==> src/rtl/imem_arbiter_pkg.sv <==
// Shared definitions for the two-requester instruction-memory arbiter.
package imem_arbiter_pkg;

  localparam int unsigned DEFAULT_MEM_BYTES = 1024;

  // Requester indices: core fetch unit and debug/loader reader.
  localparam int unsigned NUM_REQ   = 2;
  localparam int unsigned REQ_CORE  = 0;
  localparam int unsigned REQ_DEBUG = 1;

  // Per-requester one-entry response slot.
  typedef enum logic {
    SLOT_EMPTY = 1'b0,
    SLOT_FULL  = 1'b1
  } slot_state_t;

endpackage

==> src/rtl/imem_rsp_slot.sv <==
// One-entry response holding register for a single requester.
// Refill on accept takes priority over drain, so a consume and a new
// accept in the same cycle leave the slot full with the new word.
module imem_rsp_slot
  import imem_arbiter_pkg::*;
(
  input  logic        clk,
  input  logic        reset,
  input  logic        accept,
  input  logic        fault,
  input  logic [31:0] mem_data,
  input  logic        rsp_ready,
  output logic        rsp_valid,
  output logic [31:0] rsp_data,
  output logic        rsp_err
);

  slot_state_t state;

  // Slot state, data and fault flag: refill on accept, drain on consume.
  always_ff @(posedge clk) begin
    if (reset) begin
      state    <= SLOT_EMPTY;
      rsp_data <= '0;
      rsp_err  <= 1'b0;
    end else if (accept) begin
      state    <= SLOT_FULL;
      rsp_data <= fault ? '0 : mem_data;
      rsp_err  <= fault;
    end else if (state == SLOT_FULL && rsp_ready) begin
      state <= SLOT_EMPTY;
    end
  end

  assign rsp_valid = (state == SLOT_FULL);

endmodule

==> src/rtl/imem_arbiter.sv <==
// Round-robin arbiter sharing one combinational instruction memory
// between the core fetch unit and the debug/loader reader.
module imem_arbiter
  import imem_arbiter_pkg::*;
#(
  parameter int unsigned MEM_BYTES = DEFAULT_MEM_BYTES,
  parameter int unsigned NREQ      = NUM_REQ
) (
  input  logic            clk,
  input  logic            reset,
  input  logic [NREQ-1:0] req_valid,
  input  logic [63:0]     req_addr0,
  input  logic [63:0]     req_addr1,
  output logic [NREQ-1:0] req_ready,
  output logic [NREQ-1:0] rsp_valid,
  output logic [31:0]     rsp_data0,
  output logic [31:0]     rsp_data1,
  output logic [NREQ-1:0] rsp_err,
  input  logic [NREQ-1:0] rsp_ready,
  output logic [63:0]     mem_addr,
  input  logic [31:0]     mem_data,
  output logic [15:0]     grant_cnt0,
  output logic [15:0]     grant_cnt1
);

  localparam logic [63:0] LAST_WORD = 64'(MEM_BYTES - 4);

  logic [NREQ-1:0] eligible;
  logic [NREQ-1:0] grant;
  logic            last_grant;
  logic            fault;
  logic [15:0]     cnt [NREQ];

  // Eligibility, round-robin grant, memory address mux and fault check.
  always_comb begin
    eligible = req_valid & (~rsp_valid | rsp_ready);
    grant    = '0;
    if (!reset) begin
      if (&eligible) grant = last_grant ? 2'b01 : 2'b10;
      else           grant = eligible;
    end
    mem_addr = grant[REQ_DEBUG] ? req_addr1 : req_addr0;
    fault    = (mem_addr[1:0] != 2'b00) || (mem_addr > LAST_WORD);
  end

  assign req_ready = grant;

  // Remember who won most recently; reset favours the core on first contention.
  always_ff @(posedge clk) begin
    if (reset)      last_grant <= 1'b1;
    else if (|grant) last_grant <= grant[REQ_DEBUG];
  end

  // Saturating per-requester accept counters.
  always_ff @(posedge clk) begin
    for (int unsigned i = 0; i < NREQ; i++) begin
      if (reset)                               cnt[i] <= '0;
      else if (grant[i] && cnt[i] != 16'hFFFF) cnt[i] <= cnt[i] + 16'd1;
    end
  end

  assign grant_cnt0 = cnt[REQ_CORE];
  assign grant_cnt1 = cnt[REQ_DEBUG];

  imem_rsp_slot u_slot_core (
    .clk       (clk),
    .reset     (reset),
    .accept    (grant[REQ_CORE]),
    .fault     (fault),
    .mem_data  (mem_data),
    .rsp_ready (rsp_ready[REQ_CORE]),
    .rsp_valid (rsp_valid[REQ_CORE]),
    .rsp_data  (rsp_data0),
    .rsp_err   (rsp_err[REQ_CORE])
  );

  imem_rsp_slot u_slot_debug (
    .clk       (clk),
    .reset     (reset),
    .accept    (grant[REQ_DEBUG]),
    .fault     (fault),
    .mem_data  (mem_data),
    .rsp_ready (rsp_ready[REQ_DEBUG]),
    .rsp_valid (rsp_valid[REQ_DEBUG]),
    .rsp_data  (rsp_data1),
    .rsp_err   (rsp_err[REQ_DEBUG])
  );

endmodule

==> config.mk <==
export PLATFORM = sky130hd
export DESIGN_NAME = imem_arbiter
export DESIGN_NICKNAME = d
export VERILOG_FILES = /design/src/rtl/imem_arbiter_pkg.sv /design/src/rtl/imem_rsp_slot.sv /design/src/rtl/imem_arbiter.sv
export SDC_FILE = /design/constraint.sdc
export NUM_CORES = 1
export LEC_CHECK = 0
export CORE_AREA = 2 2 128 130
export CTS_CLUSTER_SIZE = 25
export DETAILED_ROUTE_END_ITERATION = 6
export DIE_AREA = 0 0 130 132
export GPL_TIMING_DRIVEN = 0
export PLACE_DENSITY_LB_ADDON = 0.1
export SYNTH_ARGS = -nofsm -noshare
export SYNTH_HDL_FRONTEND = slang
export SYNTH_SLANG_ARGS = --single-unit
==> constraint.sdc <==
create_clock -name clk -period 2.71 [get_ports clk]
set_clock_uncertainty 0.1 [all_clocks]
set_input_delay 0.542 -clock clk [delete_from_list [all_inputs] [get_ports clk]]
set_output_delay 0.542 -clock clk [all_outputs]
set_load 0.01 [all_outputs]
==> flow_summary_export.csv, run 1 <==
group,metric,value,unit
run_status,outcome,"complete, no violations",
routing,vias,5675,
synthesis,ys_ff_latch,101,
placement,place_area,8536,µm²
routing,drt-total-wl,21.65,mm
worst_hold_path,hold_depth,1,
timing,fmax,0.3728,GHz
routing,drt_iter0_drc,216,
die,core,15710,µm²
placement,hpwl,17.41,mm
timing,setup_viol,0,
pwr,internal_power,0.002762,W
clocking,clock_path_buffers,2,
clocking,clk_latency,0.35,ns
pwr,seqPwrFrac,43.5,%
routing,firstDrtPassIters,4,
global_routing,grt_start_max_net_pins,19,
routing,ant_nets,0,
synthesis,synth_flop_cell,"dfxtp_1",
synthesis,synth-seq-area-share,47.30,%
pwr,ir_worst_vdd,0.5094,mV
global_routing,overflow,0,
global_routing,track_usage,24.18,%
setup_path,crit_path_start_kind,"primary input",
synthesis,yosysUniqueCellTypes,38,
setup_path,path_class,"in2out",
timing,tightest_slew,0.5766,ns
clocking,root_buffer,"clkbuf_16",
timing,hold_viol,0,
finish,final_area,8934,µm²
finish,drive_gt1_share,15.11,%
timing,fin_crit,2.682,ns
finish,fillers,1483,
setup_path,critPathRequiredTime,2.07,ns
clocking,clk_pin_slew,0.07,ns
die,start_util,31.52,%
pwr,combinationalPowerShare,23.5,%
placement,port_buffers,331,
routing,post_drt_wl_per_cell,18.63,µm
setup_path,worstPathArrival,2.04,ns
placement,gp_congestion,0.9311,
clocking,ctsHoldBuffers,0,
synthesis,syn_nets,745,
clocking,cts_made_buffers,9,
routing,drcViolationCount,0,
clocking,cts_tree,"yes",
flow_run,maxCapViolations,0,
finish,fin_util,56.86,%
finish,area_growth,80.39,%
timing,slew_headroom,61.26,%
die,die_h,132,µm
pwr,p_leak,3.694,nW
global_routing,antenna_found_initial,8,
pwr,pwr-share-clk,33.0,%
pwr,power.density,427.3,nW/µm²
setup_path,cp-end-kind,"output pin",
clocking,cts_sinks,101,
synthesis,mappedNetlistArea,4952,µm²
finish,finalNetCount,1103,
timing,finalCritPeriodShare,98.98,%
global_routing,grt_pass1_wl,31.82,mm
pwr,switching_share,27.64,%
global_routing,grt_pass1_vias,5686,
setup_path,worst-r2r-cell-count,6,
setup_path,crit_fanout,8,
die,ioPinCount,332,
synthesis,synth_warnings,0,
die,rows,46,
die,dieArea,17160,µm²
synthesis,syn_inst,577,
pwr,power.switching,0.001055,W
synthesis,synth_area_per_cell,8.583,µm²
clocking,htreeDepth,3,
synthesis,synth_edf_count,32,
routing,routed_via_density,4.884,
timing,slew_viol_final,0,
die,die_w,130,µm
worst_hold_path,hold_class,"reg2reg",
synthesis,synthArstFlopShare,0,%
## cells in the mapped netlist, types with 2 or more instances
| cell | count | area [µm²] |
|---|---|---|
| edfxtp_1 | 32 | 960.9 |
| clkbuf_1 | 16 | 60.06 |
| nand2_1 | 205 | 769.5 |
| nor2_1 | 48 | 180.2 |
| buf_4 | 9 | 67.56 |
| a22o_1 | 64 | 560.5 |
| ha_1 | 2 | 25.02 |
| dfxtp_1 | 69 | 1381 |
| nand2b_1 | 5 | 31.28 |
| xnor2_1 | 13 | 113.9 |
| nor4_1 | 26 | 162.7 |
| nor3_1 | 2 | 10.01 |
| o21ai_0 | 2 | 10.01 |
| a211o_1 | 3 | 26.28 |
| buf_2 | 5 | 25.02 |
| or4_4 | 2 | 22.52 |
| buf_1 | 3 | 11.26 |
| inv_1 | 5 | 18.77 |
| and3_1 | 3 | 18.77 |
| xor2_1 | 15 | 131.4 |
| nand3_1 | 15 | 75.07 |
| o21ai_1 | 2 | 10.01 |
| nand4_1 | 10 | 62.56 |
| buf_6 | 3 | 33.78 |
| and4_1 | 5 | 43.79 |
## per-layer routing
| layer | vias up | GRT usage, % | part of all wire [%] |
|---|---|---|---|
| met3 | 42 | 8.117 | 9.0 |
| met1 | 2657 | 25.86 | 38 |
| met2 | 234 | 42.61 | 49 |
| met4 | 4 | 10.93 | 3.5 |
| li1 | 2738 | - | - |
| met5 | - | 0 | 0.12 |
## kinds of logic (layout without fill, tap and decap cells)
logic type	count (synthesis)	after routing	synth area share, %
compound gates	75	75	13.21
xor+xnor	28	28	4.952
fa+ha+maj	2	2	0.5052
buf+inv	42	405	4.446
flops	101	101	47.30
other cells	0	6	0
simple gates	329	329	29.59
## metrics by stage
step           hold WS, ns  TNS [ns]  setup slack, ns  instances  total power (W)
3_5_place_dp        0.3626   -116.09           -1.341       1124         0.002598
5_1_grt             0.3983   -0.1519         -0.01664       1161         0.003986
3_3_place_gp        0.3618   -108.19           -1.298       1124         0.002587
2_1_floorplan       0.3491         0           0.2328        577         0.001974
6_report            0.3787         0          0.02756       1162         0.003817
4_1_cts             0.3854         0         0.001247       1153         0.003866
## state kept, by name (all words and copies together) (netlist names)
register / cells
cnt: 32
u_slot_core.rsp_data: 32
u_slot_debug.rsp_data: 32
last_grant: 1
u_slot_core.rsp_err: 1
u_slot_core.rsp_valid: 1
u_slot_debug.rsp_err: 1
u_slot_debug.rsp_valid: 1
## worst max-delay path, cell delays in order
cell and delay [ns]:
clkdlybuf4s50_1 0.55, nand3_4 0.13, nand2_8 0.12, inv_8 0.04, buf_12 0.15, buf_8 0.13, buf_4 0.13, nand2_1 0.06
nand2_1 0.06, buf_6 0.12
## area by class of cell
type | count | area [µm²] | share of cell area (%)
repair buffers | 347 | 3193 | 35.74
multi-input cells | 434 | 2451 | 27.44
flip-flops and latches | 101 | 2342 | 26.22
plain buffers | 36 | 339.1 | 3.796
well taps | 216 | 270.3 | 3.025
clock buffers | 10 | 239.0 | 2.675
clock inverters | 6 | 53.80 | 0.6022
inverters | 6 | 30.03 | 0.3361
diodes | 6 | 15.01 | 0.1681
## final timing paths
check                                from                 endpoint  slack (ns)
setup / recovery             req_valid[0]             mem_addr[12]        0.03
hold / removal    u_slot_core.rsp_data[5]  u_slot_core.rsp_data[5]        0.38
setup reg to reg                cnt[1][0]               cnt[1][14]        0.34
hold reg to reg   u_slot_core.rsp_data[5]  u_slot_core.rsp_data[5]        0.38
## power groups by stage
stage | clock, W | combinational [W] | sequential, W
after floorplan | 0 | 0.000275 | 0.00170
after detailed placement | 0 | 0.000905 | 0.00169
after CTS | 0.00129 | 0.000919 | 0.00166
final | 0.00126 | 0.000897 | 0.00166
after global routing | 0.00135 | 0.000965 | 0.00167
after global placement | 0 | 0.000898 | 0.00169
## repair_timing
| action | CTS | global route |
|---|---|---|
| setup buffers | 11 | 3 |
| pin swaps | 5 | 2 |
| resized for setup | 238 | 62 |
| gates cloned | 2 | 0 |
| setup endpoints to repair | 98 | 128 |
## layout by cell type (no fill, tap or decap), types with 4 or more instances in the layout
cell type,instances
xor2_1,15
and4_1,5
a22o_1,64
nand2_1,203
dlygate4sd2_1,4
dfxtp_1,69
nand4_1,10
diode_2,6
clkbuf_1,6
inv_1,5
buf_8,5
clkbuf_16,10
nor2_1,48
buf_4,23
xnor2_1,13
clkdlybuf4s50_1,261
buf_2,30
nand3_1,14
nor4_1,25
clkbuf_8,5
buf_6,6
clkbuf_2,33
edfxtp_1,32
(Power assumes the default switching activity.)
==> run 2: changes to the inputs <==
==> constraint.sdc (replaced) <==
create_clock -name clk -period 2.71 [get_ports clk]
set_clock_uncertainty 0.1 [all_clocks]
set_input_delay 0.271 -clock clk [delete_from_list [all_inputs] [get_ports clk]]
set_output_delay 0.271 -clock clk [all_outputs]
set_load 0.01 [all_outputs]
==> flow_summary_export.csv, run 2 (same netlist as run 1, synthesis figures left out) <==
group,metric,value,unit
finish,fillers,1471,
placement,gp_congestion,0.9311,
setup_path,crit_start,"u_slot_debug.rsp_valid",
routing,drt-total-wl,21.41,mm
setup_path,worst-r2r-cell-count,6,
setup_path,critPathRequiredTime,2.34,ns
global_routing,overflow,0,
finish,drive_gt1_share,6.904,%
setup_path,rr_startpoint,"cnt[1][0]",
placement,port_buffers,331,
routing,ant_nets,0,
pwr,p_total,0.003825,W
setup_path,setup.worst_path.end,"mem_addr[40]",
global_routing,grt_pass1_wl,31.44,mm
timing,hold_viol,0,
setup_path,worstPathArrival,2.23,ns
pwr,ir_worst_vdd,0.5085,mV
global_routing,track_usage,23.90,%
setup_path,crit_fanout,10,
setup_path,cp-end-kind,"output pin",
timing,finalCritPeriodShare,95.85,%
setup_path,reg2reg_slack,0.34,ns
worst_hold_path,hold_depth,3,
timing,fmax,0.3850,GHz
global_routing,grt-busiest-layer,"met2",
timing,tightest_slew,0.5856,ns
timing,final.setup.tns,0,ns
setup_path,timing.rr.end,"cnt[1][14]",
pwr,p_leak,3.703,nW
clocking,ctsHoldBuffers,0,
global_routing,met1_usage,25.65,%
global_routing,grt_start_max_net_pins,19,
die,die_h,132,µm
timing,slew_headroom,60.66,%
global_routing,grt_pass1_vias,5593,
clocking,clk_latency,0.35,ns
setup_path,crit_path_start_kind,"register",
finish,layout_common_cells,"clkdlybuf4s50_1, nand2_1, dfxtp_1",
routing,post_drt_wl_per_cell,18.65,µm
pwr,power.density,425.5,nW/µm²
routing,drt_iter0_drc,190,
finish,area_growth,81.53,%
die,start_util,31.52,%
routing,vias,5618,
placement,hpwl,17.41,mm
clocking,root_buffer,"clkbuf_16",
worst_hold_path,hold_class,"in2reg",
clocking,cts_made_buffers,9,
timing,slew_viol_final,0,
die,die_w,130,µm
routing,drcViolationCount,0,
die,rows,46,
finish,reg.largest.list,"cnt: 32 flops, u_slot_core.rsp_data: 32 flops, u_slot_debug.rsp_data: 32 flops",
finish,finalNetCount,1090,
setup_path,path_class,"reg2out",
timing,fin_crit,2.598,ns
clocking,htreeDepth,3,
routing,routed_via_density,4.894,
clocking,cts_tree,"yes",
timing,setup_ws,0.1124,ns
global_routing,antenna_found_initial,6,
run_status,outcome,"complete, no violations",
die,core,15710,µm²
global_routing,grtUsageMet3,8.117,%
flow_run,maxCapViolations,0,
routing,firstDrtPassIters,4,
finish,fin_util,57.21,%
timing,setup_viol,0,
clocking,clock_path_buffers,2,
finish,final_common_cell,"clkdlybuf4s50_1",
clocking,clk_pin_slew,0.07,ns
placement,place_ws,-0.7992,ns
die,ioPinCount,332,
die,dieArea,17160,µm²
global_routing,use_met2,42.44,%
clocking,cts_sinks,101,
[run 2: cell count changes in the layout (fill, tap and decap cells not counted), moves of 3 or more]
cell             change
buf_2               -29
buf_4                -8
buf_8                -5
clkbuf_2            -28
clkbuf_8             -3
clkdlybuf4s15_1      -3
clkdlybuf4s15_2      -3
clkdlybuf4s50_1     +37
dlygate4sd2_1       +16
dlymetal6s2s_1      +12
[run 2: worst min path at each step]
stage | slack, ns | end | startpoint
after floorplan | 0.30 | u_slot_core.rsp_data[0] | mem_data[0]
final | 0.22 | u_slot_debug.rsp_valid | rsp_ready[1]
after global routing | 0.24 | u_slot_debug.rsp_valid | rsp_ready[1]
after CTS | 0.39 | u_slot_core.rsp_data[9] | u_slot_core.rsp_data[9]
after global placement | 0.36 | u_slot_debug.rsp_data[22] | u_slot_debug.rsp_data[22]
after detailed placement | 0.36 | u_slot_core.rsp_data[9] | u_slot_core.rsp_data[9]
[run 2: routing by layer]
metal  share of wire [%]  vias to the layer above  wire length, µm
met1                  38                     2632             8224
met5               0.061                        -               13
met4                 3.4                        2              728
li1                    -                     2709                -
met3                 8.8                       42             1873
met2                  49                      233            10560
[run 2: area by class of cell]
type | instances | area, µm² | share of cell area, %
tap | 216 | 270.3 | 3.006
timing repair buffer | 337 | 3366 | 37.44
clock inverter | 6 | 53.80 | 0.5985
multi-input combinational | 434 | 2426 | 26.99
sequential | 101 | 2342 | 26.05
antenna | 5 | 12.51 | 0.1392
buffer | 33 | 255.2 | 2.839
inverter | 6 | 25.02 | 0.2784
clock buffer | 10 | 239.0 | 2.658
[run 2: per-stage QoR]
| stage | hold WS, ns | instance area (µm²) | cells |
|---|---|---|---|
| 2_1_floorplan | 0.2967 | 4952 | 577 |
| 3_5_place_dp | 0.3626 | 8536 | 1124 |
| 3_3_place_gp | 0.3618 | 8536 | 1124 |
| 4_1_cts | 0.3854 | 8912 | 1141 |
| 5_1_grt | 0.2367 | 8987 | 1147 |
| 6_report | 0.2170 | 8990 | 1148 |
[run 2: worst max-delay path, cell delays in order, from the launching register on]
cell	delay [ns]
dfxtp_1	0.33
nor2b_4	0.15
nor3b_4	0.23
nand2_4	0.12
inv_4	0.11
buf_12	0.14
buf_6	0.14
nand2_1	0.07
nand2_1	0.05
clkdlybuf4s50_1	0.54
[run 2: repair_timing]
| action | in CTS | in global routing |
|---|---|---|
| setup endpoints to repair | 81 | 83 |
| buffers inserted | 3 | 3 |
| pin swaps | 2 | 2 |
| resized for setup | 50 | 26 |
| cloned | 0 | 0 |
[run 2: report_power, final]
| part | internal, W | leakage [nW] | switching, W |
|---|---|---|---|
| Combinational | 0.000511 | 2.67 | 0.000396 |
| Clock | 0.000665 | 0.143 | 0.000594 |
| Sequential | 0.00161 | 0.894 | 0.0000514 |
